--- src/rtl/fetch_pkg.sv ---
// Shared types and constants for the Thumb fetch unit: FSM states, halfword
// and FIFO entry types, and the address masks.
package fetch_pkg;

   typedef enum logic [1:0] {
      IDLE = 2'd0,
      WAIT = 2'd1,
      DROP = 2'd2
   } fetch_state_t;

   typedef logic [15:0] hword_t;

   typedef struct packed {
      hword_t      instr;
      logic [31:0] pc;
   } fetch_entry_t;

   localparam logic [31:0] WORD_MASK = 32'hFFFF_FFFC;
   localparam logic [31:0] HW_MASK   = 32'hFFFF_FFFE;

endpackage

--- src/rtl/fetch_hw_fifo.sv ---
// Prefetch FIFO of halfword instructions: accepts 0/1/2 entries per cycle,
// pops one, synchronous flush, and reports its free slot count.
module fetch_hw_fifo
   import fetch_pkg::*;
#(
   parameter int unsigned DEPTH    = 4,
   parameter logic [31:0] RESET_PC = 32'h0000_0000,
   localparam int unsigned PW      = $clog2(DEPTH),
   localparam int unsigned CW      = PW + 1
) (
   input  logic          clk,
   input  logic          rst_n,
   input  logic          flush_i,
   input  logic [1:0]    push_n_i,
   input  fetch_entry_t  push0_i,
   input  fetch_entry_t  push1_i,
   input  logic          pop_i,
   output fetch_entry_t  head_o,
   output logic          valid_o,
   output logic [CW-1:0] free_o
);

   localparam fetch_entry_t RST_ENTRY = '{instr: '0, pc: RESET_PC & HW_MASK};

   logic [PW-1:0] rd_q, wr_q;
   logic [CW-1:0] cnt_q;
   fetch_entry_t  mem_q [DEPTH];
   logic          do_pop;

   assign do_pop  = pop_i && (cnt_q != '0);
   assign valid_o = (cnt_q != '0);
   assign free_o  = CW'(DEPTH) - cnt_q;
   assign head_o  = mem_q[rd_q];

   always_ff @(posedge clk or negedge rst_n) begin
      if (!rst_n) begin
         rd_q  <= '0;
         wr_q  <= '0;
         cnt_q <= '0;
         for (int unsigned i = 0; i < DEPTH; i++) mem_q[i] <= RST_ENTRY;
      end else if (flush_i) begin
         rd_q  <= '0;
         wr_q  <= '0;
         cnt_q <= '0;
      end else begin
         if (push_n_i != 2'd0) mem_q[wr_q] <= push0_i;
         if (push_n_i == 2'd2) mem_q[wr_q + PW'(1)] <= push1_i;
         wr_q  <= wr_q + PW'(push_n_i);
         rd_q  <= rd_q + PW'(do_pop);
         cnt_q <= cnt_q + CW'(push_n_i) - CW'(do_pop);
      end
   end

endmodule

--- src/rtl/thumb_fetch.sv ---
// Thumb instruction fetch: word reads split into halfwords, prefetch FIFO,
// branch redirect. Optional FETCH_PERF_EN adds perf_words/perf_flushes counters.
module thumb_fetch
   import fetch_pkg::*;
#(
   parameter int unsigned DEPTH    = 4,
   parameter logic [31:0] RESET_PC = 32'h0000_0000
) (
   input  logic        clk,
   input  logic        rst_n,
   output logic        mem_req,
   output logic [31:0] mem_addr,
   input  logic        mem_ack,
   input  logic [31:0] mem_rdata,
   input  logic        branch_valid,
   input  logic [31:0] branch_target,
   output logic        instr_valid,
   input  logic        instr_ready,
   output logic [15:0] instr,
   output logic [31:0] instr_pc
`ifdef FETCH_PERF_EN
   ,
   output logic [31:0] perf_words,
   output logic [31:0] perf_flushes
`endif
);

   localparam int unsigned CW = $clog2(DEPTH) + 1;

   fetch_state_t  state_q, state_d;
   logic [31:0]   fetch_pc_q, fetch_pc_d;
   logic          req_q, req_d;
   logic [31:0]   addr_q, addr_d;

   fetch_entry_t  lo_e, hi_e, push0, push1, head;
   logic [1:0]    push_n;
   logic [CW-1:0] free;
   logic [CW-1:0] need;
   logic [31:0]   br_pc;

   assign br_pc = branch_target & HW_MASK;
   assign need  = fetch_pc_q[1] ? CW'(1) : CW'(2);
   assign lo_e  = '{instr: mem_rdata[15:0],  pc: addr_q};
   assign hi_e  = '{instr: mem_rdata[31:16], pc: addr_q + 32'd2};

   always_comb begin
      state_d    = state_q;
      fetch_pc_d = fetch_pc_q;
      req_d      = req_q;
      addr_d     = addr_q;
      push_n     = 2'd0;
      push0      = lo_e;
      push1      = hi_e;
      case (state_q)
         IDLE: begin
            // A redirect empties the FIFO, so it can be fetched from right away.
            if (branch_valid) begin
               fetch_pc_d = br_pc;
               req_d      = 1'b1;
               addr_d     = branch_target & WORD_MASK;
               state_d    = WAIT;
            end else if (free >= need) begin
               req_d   = 1'b1;
               addr_d  = fetch_pc_q & WORD_MASK;
               state_d = WAIT;
            end
         end
         WAIT: begin
            if (branch_valid) begin
               fetch_pc_d = br_pc;
               if (mem_ack) begin
                  req_d   = 1'b0;
                  state_d = IDLE;
               end else begin
                  state_d = DROP;
               end
            end else if (mem_ack) begin
               req_d      = 1'b0;
               state_d    = IDLE;
               fetch_pc_d = addr_q + 32'd4;
               if (fetch_pc_q[1]) begin
                  push_n = 2'd1;
                  push0  = hi_e;
               end else begin
                  push_n = 2'd2;
               end
            end
         end
         DROP: begin
            if (branch_valid) fetch_pc_d = br_pc;
            if (mem_ack) begin
               req_d   = 1'b0;
               state_d = IDLE;
            end
         end
         default: state_d = IDLE;
      endcase
   end

   always_ff @(posedge clk or negedge rst_n) begin
      if (!rst_n) begin
         state_q    <= IDLE;
         fetch_pc_q <= RESET_PC & HW_MASK;
         req_q      <= 1'b0;
         addr_q     <= RESET_PC & WORD_MASK;
      end else begin
         state_q    <= state_d;
         fetch_pc_q <= fetch_pc_d;
         req_q      <= req_d;
         addr_q     <= addr_d;
      end
   end

   fetch_hw_fifo #(
      .DEPTH    (DEPTH),
      .RESET_PC (RESET_PC)
   ) u_fifo (
      .clk      (clk),
      .rst_n    (rst_n),
      .flush_i  (branch_valid),
      .push_n_i (push_n),
      .push0_i  (push0),
      .push1_i  (push1),
      .pop_i    (instr_valid && instr_ready),
      .head_o   (head),
      .valid_o  (instr_valid),
      .free_o   (free)
   );

   assign mem_req  = req_q;
   assign mem_addr = addr_q;
   assign instr    = head.instr;
   assign instr_pc = head.pc;

`ifdef FETCH_PERF_EN
   logic [31:0] words_q, flushes_q;

   always_ff @(posedge clk or negedge rst_n) begin
      if (!rst_n) begin
         words_q   <= '0;
         flushes_q <= '0;
      end else begin
         if (req_q && mem_ack) words_q <= words_q + 32'd1;
         if (branch_valid) flushes_q <= flushes_q + 32'd1;
      end
   end

   assign perf_words   = words_q;
   assign perf_flushes = flushes_q;
`endif

endmodule

--- config.mk ---
export PLATFORM = sky130hd
export DESIGN_NAME = thumb_fetch
export DESIGN_NICKNAME = d
export VERILOG_FILES = /design/src/rtl/fetch_pkg.sv /design/src/rtl/fetch_hw_fifo.sv /design/src/rtl/thumb_fetch.sv
export SDC_FILE = /design/constraint.sdc
export NUM_CORES = 1
export LEC_CHECK = 0
export ABC_AREA = 0
export CAP_MARGIN = 25
export CORE_ASPECT_RATIO = 2
export CORE_UTILIZATION = 34
export CTS_BUF_LIST = sky130_fd_sc_hd__clkbuf_8
export DETAILED_ROUTE_END_ITERATION = 6
export SYNTH_ARGS = -nofsm -noshare
export SYNTH_HDL_FRONTEND = slang
export SYNTH_SLANG_ARGS = --single-unit
--- constraint.sdc ---
create_clock -name clk -period 2.63 [get_ports clk]
set_input_delay 0.3945 -clock clk [delete_from_list [all_inputs] [get_ports clk]]
set_output_delay 0.3945 -clock clk [all_outputs]
set_load 0.01 [all_outputs]
# After elaboration in Yosys (flattened, before gate mapping)
# Cells that the tools add are included.
word_totals:
  register_bits: 266
  in_bits: 69
  output_inout_bits: 82
  word_cells: 94
op_classes:
  n_addsub: 8
  n_lt_le_gt_ge: 6
  eq_ne: 7
  muxes: 40
  bitwise_logic: 3
  n_reduce_logical: 15
ops:
  columns: ["cell", "n"]
  rows:
  - ["$mux 192", 3]
  - ["$bwmux 192", 2]
  - ["$mux 48", 8]
  - ["$demux 48 s2", 2]
  - ["$mux 32", 5]
  - ["$bmux 48 s2", 1]
  - ["$pmux 32 s2", 1]
  - ["$add 32x2->32 const B", 1]
  - ["$add 32x3->32 const B", 1]
  - ["$mux 2", 12]
  - ["$ge 3x3->1 const B", 3]
  - ["$not 2->3", 3]
  - ["$reduce_bool 2->1", 4]
  - ["$lt 3x1->1 const B", 2]
  - ["$ne 3x3->1 const B", 2]
  - ["$pmux 2 s3", 1]
  - ["$reduce_and 3->1", 2]
  - ["$eq 2x2->1 const B", 2]
  - ["$logic_and 1x1->1", 4]
  - ["$ne 2x1->1 const B", 2]
  - ["$reduce_or 2->1", 2]
  - ["$add 3x2->3", 1]
  - ["$ge 3x2->1", 1]
  - ["$mux 1", 3]
  - ["other kinds (11)", 11]

# Logic depth before layout (Yosys ltp)
# Gate-level depths: netlist (run 1).
logic_depth:
  depth_word: 10
  ltp_mapped: 12
  depth_no_buf: 11

# By module
# A second synthesis (run 1) with hierarchy kept.
unflattened:
  cells_unflattened: 1278
  hier_area_um2: 13508.0
by_module_without_submodules:
  columns: ["mod", "instances", "cells_per_inst", "area_per_inst_um2", "seq_area_each_um2"]
  rows:
  - ["fetch_hw_fifo", 1, 858, 9546.7, 4979.8]
  - ["thumb_fetch", 1, 420, 3961.3, 1601.5]

# Worst setup path after synthesis (run 1)
# OpenSTA, ideal clock, no wires.
synth_timing:
  kind: "register to register"
  start: "register state_q[1]"
  end: "register u_fifo.cnt_q[2]"
  setup_ns: 0.134
  arrival_time_ns: 2.194
  t_required_ns: 2.496
  setup_slack_ns: 0.301
  path_stages_with_launch: 13
  path_buffers: 2
  period_less_slack_ns: 2.329
  cell_sequence: "dfrtp_1 -> inv_1 -> ha_1 -> nor2b_1 -> nand3_1 -> buf_2 -> buf_2 -> inv_1 -> ha_1 -> inv_1 -> fa_1 -> xnor2_1 -> nor2_1"
synth_via:
  elab_chain_len: 5
synth_rtl:
  columns: ["item", "line", "rtl"]
  rows:
  - ["start: declaration", "thumb_fetch.sv:30", "fetch_state_t state_q, state_d;"]
  - ["start signal: assignment", "thumb_fetch.sv:107", "state_q <= state_d;"]
  - ["$eq 2x1->1", "thumb_fetch.sv:54", "case (state_q)"]
  - ["$mux 2", "thumb_fetch.sv:54", null]
  - ["$add 3x2->3", "fetch_hw_fifo.sv:50", "cnt_q <= cnt_q + CW'(push_n_i) - CW'(do_pop);"]
  - ["$sub 3x1->3", "fetch_hw_fifo.sv:50", null]
  - ["$mux 3", "fetch_hw_fifo.sv:41", "end else if (flush_i) begin"]
  - ["end signal: assignment", "fetch_hw_fifo.sv:50", null]
  - ["end: declaration", "fetch_hw_fifo.sv:26", "logic [CW-1:0] cnt_q;"]
# Every way passes these cells.
# A chain may end at the register's enable or synchronous reset.

# Worst setup path after layout (run 1)
layout_timing:
  start: "register u_fifo.rd_q[0]"
  end: "output instr[1]"
layout_via:
  elab_chain_len: 4
layout_rtl:
  columns: ["item", "line", "rtl"]
  rows:
  - ["start: declaration", "fetch_hw_fifo.sv:25", "logic [PW-1:0] rd_q, wr_q;"]
  - ["start signal: assignment", "fetch_hw_fifo.sv:49", "rd_q <= rd_q + PW'(do_pop);"]
  - ["$not 2->3 (implied by the code)", "fetch_hw_fifo.sv:33", "assign head_o = mem_q[rd_q];"]
  - ["$bmux 48 s2", "fetch_hw_fifo.sv:33", null]
  - ["$mux 48 (implied by the code) (2 in series)", "fetch_hw_fifo.sv:33", null]
  - ["end: declaration", "thumb_fetch.sv:19", "output logic [15:0] instr,"]
# Every way passes these cells. The select of a mux whose other input is x is not followed.

==> flow_metrics.tcl, run 1 <==
set metrics [dict create \
    status "finished clean" \
    die_area_um2 38900 \
    cts_root_buf "clkbuf_8" \
    whs_path_depth 3 \
    cts_made_buffers 41 \
    final_layout_size_suffix_gt1_frac 0.253 \
    wire_per_inst_um 21.7 \
    async_flop_share 1.00 \
    drv_cap 0 \
    synth_edf_count 0 \
    holdWs_ps 394 \
    maxSlewViolCount 0 \
    yosysWarningCount 0 \
    drc 0 \
    clk_path_buf_depth 3 \
    critPathMaxFanout 7 \
    grt_pass1_wl_um 61500 \
    crit_path_max_incr_delay_ps 540 \
    wl_um 38600 \
    ios 151 \
    maxSlewHeadroom 0.607 \
    dp.cells 1697 \
    antenna_found_initial 1 \
    r2r_setup_slack_ps 220 \
    end_kind "primary output" \
    die_width_um 140 \
    cp.arrival_ps 2210 \
    r2r-end "u_fifo.mem_q[21]$_DFFE_PN0N_" \
    seqPwrFrac 0.380 \
    clk-insertion-delay-late_ps 570 \
    sw_frac_of_total 0.367 \
    cts.htree.levels 2 \
    clkPwrFrac 0.181 \
    fill_cells 3502 \
    yosys-top-cells-area "dfrtp_1 (51%), mux4_2 (8.3%), mux2_2 (5.5%)" \
    worst_pin_slew_ps 590 \
    final_net_count 1380 \
    cts_tree "built" \
    hpwl_um 26200 \
    syn2layout_area_growth_pct 24.3 \
    finalCriticalPeriod_ps 2600 \
    chipHeight_um 278 \
    hold_start "branch_valid" \
    instances_no_fill 1776 \
    grt_max_degree 75 \
    power_leakage_nw 7.14 \
    ff2ff_path_depth 8 \
    regArea_um2 6590 \
    post-route-period-util 0.990 \
    drt-initial-drc-count 496 \
    tns_ps 0 \
    dr.pass1.iters 5 \
    ir_drop_mv 0.572 \
    setup_viol_count_final 0 \
    synth_most_common_cell "dfrtp_1" \
    cp-start-kind "register" \
    grtUsageTotal 0.206 \
    worstHoldEndpoint "u_fifo.rd_q[1]$_DFF_PN0_" \
    p_comb_frac 0.439 \
    synth-seq-cells 263 \
    core_um2 37400 \
    synthTopCellsByCount "dfrtp_1 (263), nand2_1 (173), mux2_2 (63)" \
    grt.overflow.total 0 \
    path_clk_slew_ps 70 \
    p_switching_mw 6.92 \
    ys.flop_type "dfrtp_1" \
    hp-class "input pin to register" \
    postRouteAntennaNets 0 \
    hold_violations 0 \
    syn_inst 1119 \
    worstSetupPathType "register to primary output" \
    cp_slowest_cell "mux4_2" \
    worstReg2RegStart "state_q[1]$_DFFE_PN0P_" \
    gp_routability_congestion 0.808 \
    first_global_vias 10600 \
    yosys.area.top_type "dfrtp_1" \
    io_buffer_count 147 \
    multi_input_area_um2 5850 \
    synth_area_um2 13000 \
    p_per_area_nw_per_um2 1170 \
    vias_per_cell 5.42 \
    ys_seq_area_frac 0.508 \
    rows 100 \
    clock-sinks 263 \
    finClkSkew_ps 24.2 \
    crit_chain "buf_4 > buf_16 > mux4_2 > dlygate4sd2_1" \
    max_freq_mhz 384 \
    yosysUniqueCellTypes 53 \
    via_count 9631 \
    required_ps 2240 \
    p_int_mw 11.9 \
    syn_area_per_cell_um2 11.6 \
    start_util 0.346 \
    rsz0062_at_grt "yes" \
    yosysTopAreaCellShare 0.508 \
]
-- cells in the final DEF, fill, tap and decap left out, types with 40 or more instances in the layout --
cell             synthesis  layout
a21oi_1                 61      60
clkdlybuf4s50_1          0      97
clkbuf_8                 0      49
dfrtp_1                263     261
mux2_2                  63      63
buf_4                   11      62
nand2_1                173     173
mux2i_1                 46      46
o21ai_0                 54      54
mux4_2                  48      48
nor2_1                  41      40
o22ai_1                 47      47
-- sequential cells by signal, indices dropped and copies added, names as in the netlist --
signal and flops:
fetch_pc_q 31, mem_req 1, u_fifo.wr_q 2, u_fifo.cnt_q 3
mem_addr 30, u_fifo.mem_q 192, u_fifo.rd_q 2, state_q 2
-- worst max-delay path by stage --
stage                                   from                           end  slack, ps
global placement                     mem_ack  u_fifo.mem_q[15]$_DFFE_PN0N_        190
finish              u_fifo.rd_q[0]$_DFF_PN0_                      instr[1]         30
floorplan             state_q[1]$_DFFE_PN0P_     u_fifo.cnt_q[2]$_DFF_PN0_        300
global route        u_fifo.rd_q[0]$_DFF_PN0_                      instr[6]        -30
detailed placement                   mem_ack  u_fifo.mem_q[20]$_DFFE_PN0N_        170
CTS                 u_fifo.rd_q[0]$_DFF_PN0_                  instr_pc[18]       -160
-- stage by stage --
| step | instance area (µm²) | utilization | total power [mW] | setup WS (ps) |
|---|---|---|---|---|
| 2_1_floorplan | 13000 | - | 11.8 | 301 |
| 3_3_place_gp | 15200 | 0.407 | 15.3 | 192 |
| 3_5_place_dp | 15200 | 0.407 | 15.6 | 168 |
| 4_1_cts | 16100 | 0.432 | 19.1 | -159 |
| 5_1_grt | 16100 | 0.430 | 20.1 | -33.4 |
| 6_report | 16100 | 0.430 | 18.8 | 26.3 |
-- cell families after synthesis --
family          Yosys count  synth area share
compound gates          212             0.106
mux                     180             0.200
simple gates            302             0.106
other cells               1          0.000289
fa+ha+maj                15            0.0151
buf+inv                 115            0.0429
flops                   263             0.508
xor+xnor                 31            0.0210
-- timing repair --
action | in CTS | in global routing
buffers inserted | 10 | 3
setup endpoints to repair | 45 | 27
cloned | 3 | 0
endpoints found under the hold margin | 67 | 0
gates resized for setup | 116 | 15
hold buffers | 1 | 0
-- metal layers --
layer | vias up | track usage | routed length [µm]
met5 | - | 0 | 0
met4 | 0 | 0.102 | 1670
met3 | 98 | 0.0284 | 1530
met2 | 293 | 0.376 | 20600
met1 | 4886 | 0.231 | 14800
li1 | 4354 | - | -
-- layout make-up --
cell class              instances  share of cell area
well taps                     459              0.0357
multi-input cells             742               0.363
flip-flops and latches        263               0.409
repair buffers                230               0.141
clock inverters                14             0.00536
diodes                          1            0.000155
clock buffers                  49              0.0419
inverters                      18             0.00420
-- power groups by stage --
| stage | Combinational (mW) | Clock [mW] | Sequential (mW) |
|---|---|---|---|
| after floorplan | 5.07 | 0 | 6.75 |
| after global placement | 8.20 | 0 | 7.11 |
| after detailed placement | 8.37 | 0 | 7.23 |
| after CTS | 8.45 | 3.51 | 7.16 |
| after global routing | 9.06 | 3.65 | 7.37 |
| final | 8.27 | 3.41 | 7.15 |
-- worst max-delay path: cells and delay by family, from the launching register on --
kind	cells	cell delay, ps
buffers and inverters	3	600
muxes	1	540
DFF	1	500
(Power assumes the default switching activity.)
==> run 2: changes to the inputs <==
Settings changed: GPL_ROUTABILITY_DRIVEN set to 0.
==> results of run 2 <==
No change in the layout: final DEF, timing and power equal those of run 1.
==> run 3: changes to the inputs <==
Settings changed: ABC_AREA 0 to 1, CORE_ASPECT_RATIO 2 to 0.9, SETUP_SLACK_MARGIN set to 0.02.
==> run 3 against run 2 <==
  * The run now ends with negative setup slack left
  * Clock-buffer cell count is 12 higher
  * Worst setup slack got worse by 150 ps
  * Wire length grew 38%
  * Critical path type unchanged
==> flow_metrics.tcl, run 3 <==
set metrics [dict create \
    p_per_area_nw_per_um2 1180 \
    cp.arrival_ps 2360 \
    dr.pass1.iters 5 \
    final_net_count 2225 \
    drt-initial-drc-count 1576 \
    yosysWarningCount 0 \
    first_global_vias 14400 \
    holdWs_ps 322 \
    seqPwrFrac 0.352 \
    chipHeight_um 200 \
    worstReg2RegStart "state_q[1]$_DFFE_PN0P_" \
    fill_cells 4342 \
    final_area_um2 18100 \
    finalCriticalPeriod_ps 2750 \
    cts_made_buffers 49 \
    cts.htree.levels 2 \
    p_int_mw 12.1 \
    p_comb_frac 0.448 \
    grt.overflow.total 0 \
    r2r_setup_slack_ps 420 \
    worstSetupPathType "register to primary output" \
    syn2layout_area_growth_pct 22.5 \
    postRouteAntennaNets 0 \
    rows 72 \
    fin_ws_ps -122 \
    clk_path_buf_depth 3 \
    endpoint "instr_pc[18]" \
    antenna_found_initial 0 \
    max_freq_mhz 363 \
    drc 0 \
    synth_edf_count 0 \
    grt_max_degree 84 \
    path_clk_slew_ps 60 \
    synthTopCellsByCount "nand2_1 (501), nor2_1 (270), dfrtp_1 (263)" \
    synth_area_um2 14800 \
    synth_most_common_cell "nand2_1" \
    clock-sinks 263 \
    wire_per_inst_um 19.5 \
    regArea_um2 6580 \
    post-cts-setup-buffers 0 \
    finalPower_mw 21.3 \
    final_layout_size_suffix_gt1_frac 0.0844 \
    die_area_um2 44400 \
    hp-class "input pin to register" \
    synth-seq-cells 263 \
    cp-start-kind "register" \
    yosys.area.top_type "dfrtp_1" \
    sw_frac_of_total 0.431 \
    r2r-end "u_fifo.mem_q[24]$_DFFE_PN0N_" \
    io_buffer_count 147 \
    place_ws_ps 243 \
    p_switching_mw 9.19 \
    failed_checks "negative setup slack" \
    critPathMaxFanout 31 \
    critPathLaunch "u_fifo.rd_q[1]$_DFF_PN0_" \
    core_um2 43000 \
    syn_area_per_cell_um2 7.30 \
    ys.flop_type "dfrtp_1" \
    final_core_util 0.422 \
    die_width_um 222 \
    ff2ff_path_depth 12 \
    finClkSkew_ps 45.5 \
    status "complete, but fails checks" \
    instances_no_fill 2734 \
    maxSlewHeadroom 0.583 \
    vias_per_cell 5.49 \
    yosysTopAreaCellShare 0.444 \
    setup_viol_count_final 2 \
    required_ps 2240 \
    maxSlewViolCount 0 \
    clkPwrFrac 0.200 \
    multi_input_area_um2 7040 \
    start_util 0.345 \
    diodes 0 \
    place_area_um2 17000 \
    yosys-top-cells-area "dfrtp_1 (44%), nand2_1 (13%), o21ai_0 (7.1%)" \
    final_cell_mix "nand2_1 (501), nor2_1 (269), dfrtp_1 (262), o21ai_0 (210), inv_1 (171)" \
    top_register "u_fifo.mem_q" \
    grt_pass1_wl_um 82300 \
    ios 151 \
    worst_pin_slew_ps 625 \
    hpwl_um 33500 \
    layout_commonest_cell "nand2_1" \
    async_flop_share 1.00 \
    wl_um 53300 \
    grtUsageTotal 0.237 \
    cts_tree "built" \
    ir_drop_mv 0.473 \
    rsz0062_at_grt "yes" \
    largest_reg_flops 192 \
    cts_root_buf "clkbuf_8" \
    post-route-period-util 1.05 \
    drv_cap 0 \
    tns_ps -200 \
    hold_violations 0 \
    clk-insertion-delay-late_ps 640 \
    dp.cells 2642 \
    yosysUniqueCellTypes 34 \
    syn_inst 2028 \
    power_leakage_nw 8.58 \
    via_count 15000 \
    ys_seq_area_frac 0.444 \
    end_kind "primary output" \
]
[run 3: cell type report]
class	count	share of cell area
multi-input cells	1450	0.388
flip-flops and latches	263	0.363
repair buffers	215	0.119
clock buffers	61	0.0463
well taps	555	0.0383
inverters	162	0.0337
clock inverters	28	0.0112
[run 3: metal layers]
layer | global-route usage | wire length [µm]
met5 | 0 | 0
met1 | 0.321 | 22900
met4 | 0.0970 | 1620
met3 | 0.0360 | 4320
met2 | 0.382 | 24500
[run 3: power groups by stage]
stage | clock (mW) | combinational (mW) | sequential, mW
after floorplan | 0 | 5.76 | 6.91
after global placement | 0 | 9.50 | 7.45
after detailed placement | 0 | 9.65 | 7.52
after CTS | 4.35 | 9.42 | 7.47
after global routing | 4.54 | 10.6 | 7.72
final | 4.27 | 9.55 | 7.49
[run 3: cells by family after synthesis]
| logic type | count (synthesis) | share of synthesized area |
|---|---|---|
| adders and majority gates | 15 | 0.0132 |
| other | 1 | 0.000253 |
| DFF | 263 | 0.444 |
| buffers and inverters | 316 | 0.0891 |
| xor gates and xnor gates | 7 | 0.00414 |
| AOI/OAI and AO/OA | 506 | 0.199 |
| and+or+nand+nor | 920 | 0.250 |
[run 3: worst min path at each step]
stage | from | end | slack [ps] | cells after the start
final | branch_valid | u_fifo.rd_q[1]$_DFF_PN0_ | 320 | 3
after global routing | branch_valid | u_fifo.rd_q[1]$_DFF_PN0_ | 330 | 3
after CTS | branch_valid | u_fifo.rd_q[1]$_DFF_PN0_ | 320 | 3
after detailed placement | rst_n | mem_addr[29]$_DFFE_PN0P_ | 410 | 1
after global placement | rst_n | mem_addr[29]$_DFFE_PN0P_ | 400 | 1
after floorplan | rst_n | fetch_pc_q[10]$_DFFE_PN0P_ | 100 | 0
[run 3: timing repair]
item	4_1_cts	5_1_grt
pin swaps	3	1
setup endpoints to repair	48	8
resized for setup	61	11
hold buffers	1	0
cloned	0	2
endpoints found under the hold margin	64	0
[run 3: critical path, cell delays in order (launching register included)]
cell	delay [ps]
dfrtp_1	380
buf_6	310
o21ai_0	180
o22ai_2	260
clkdlybuf4s50_1	580
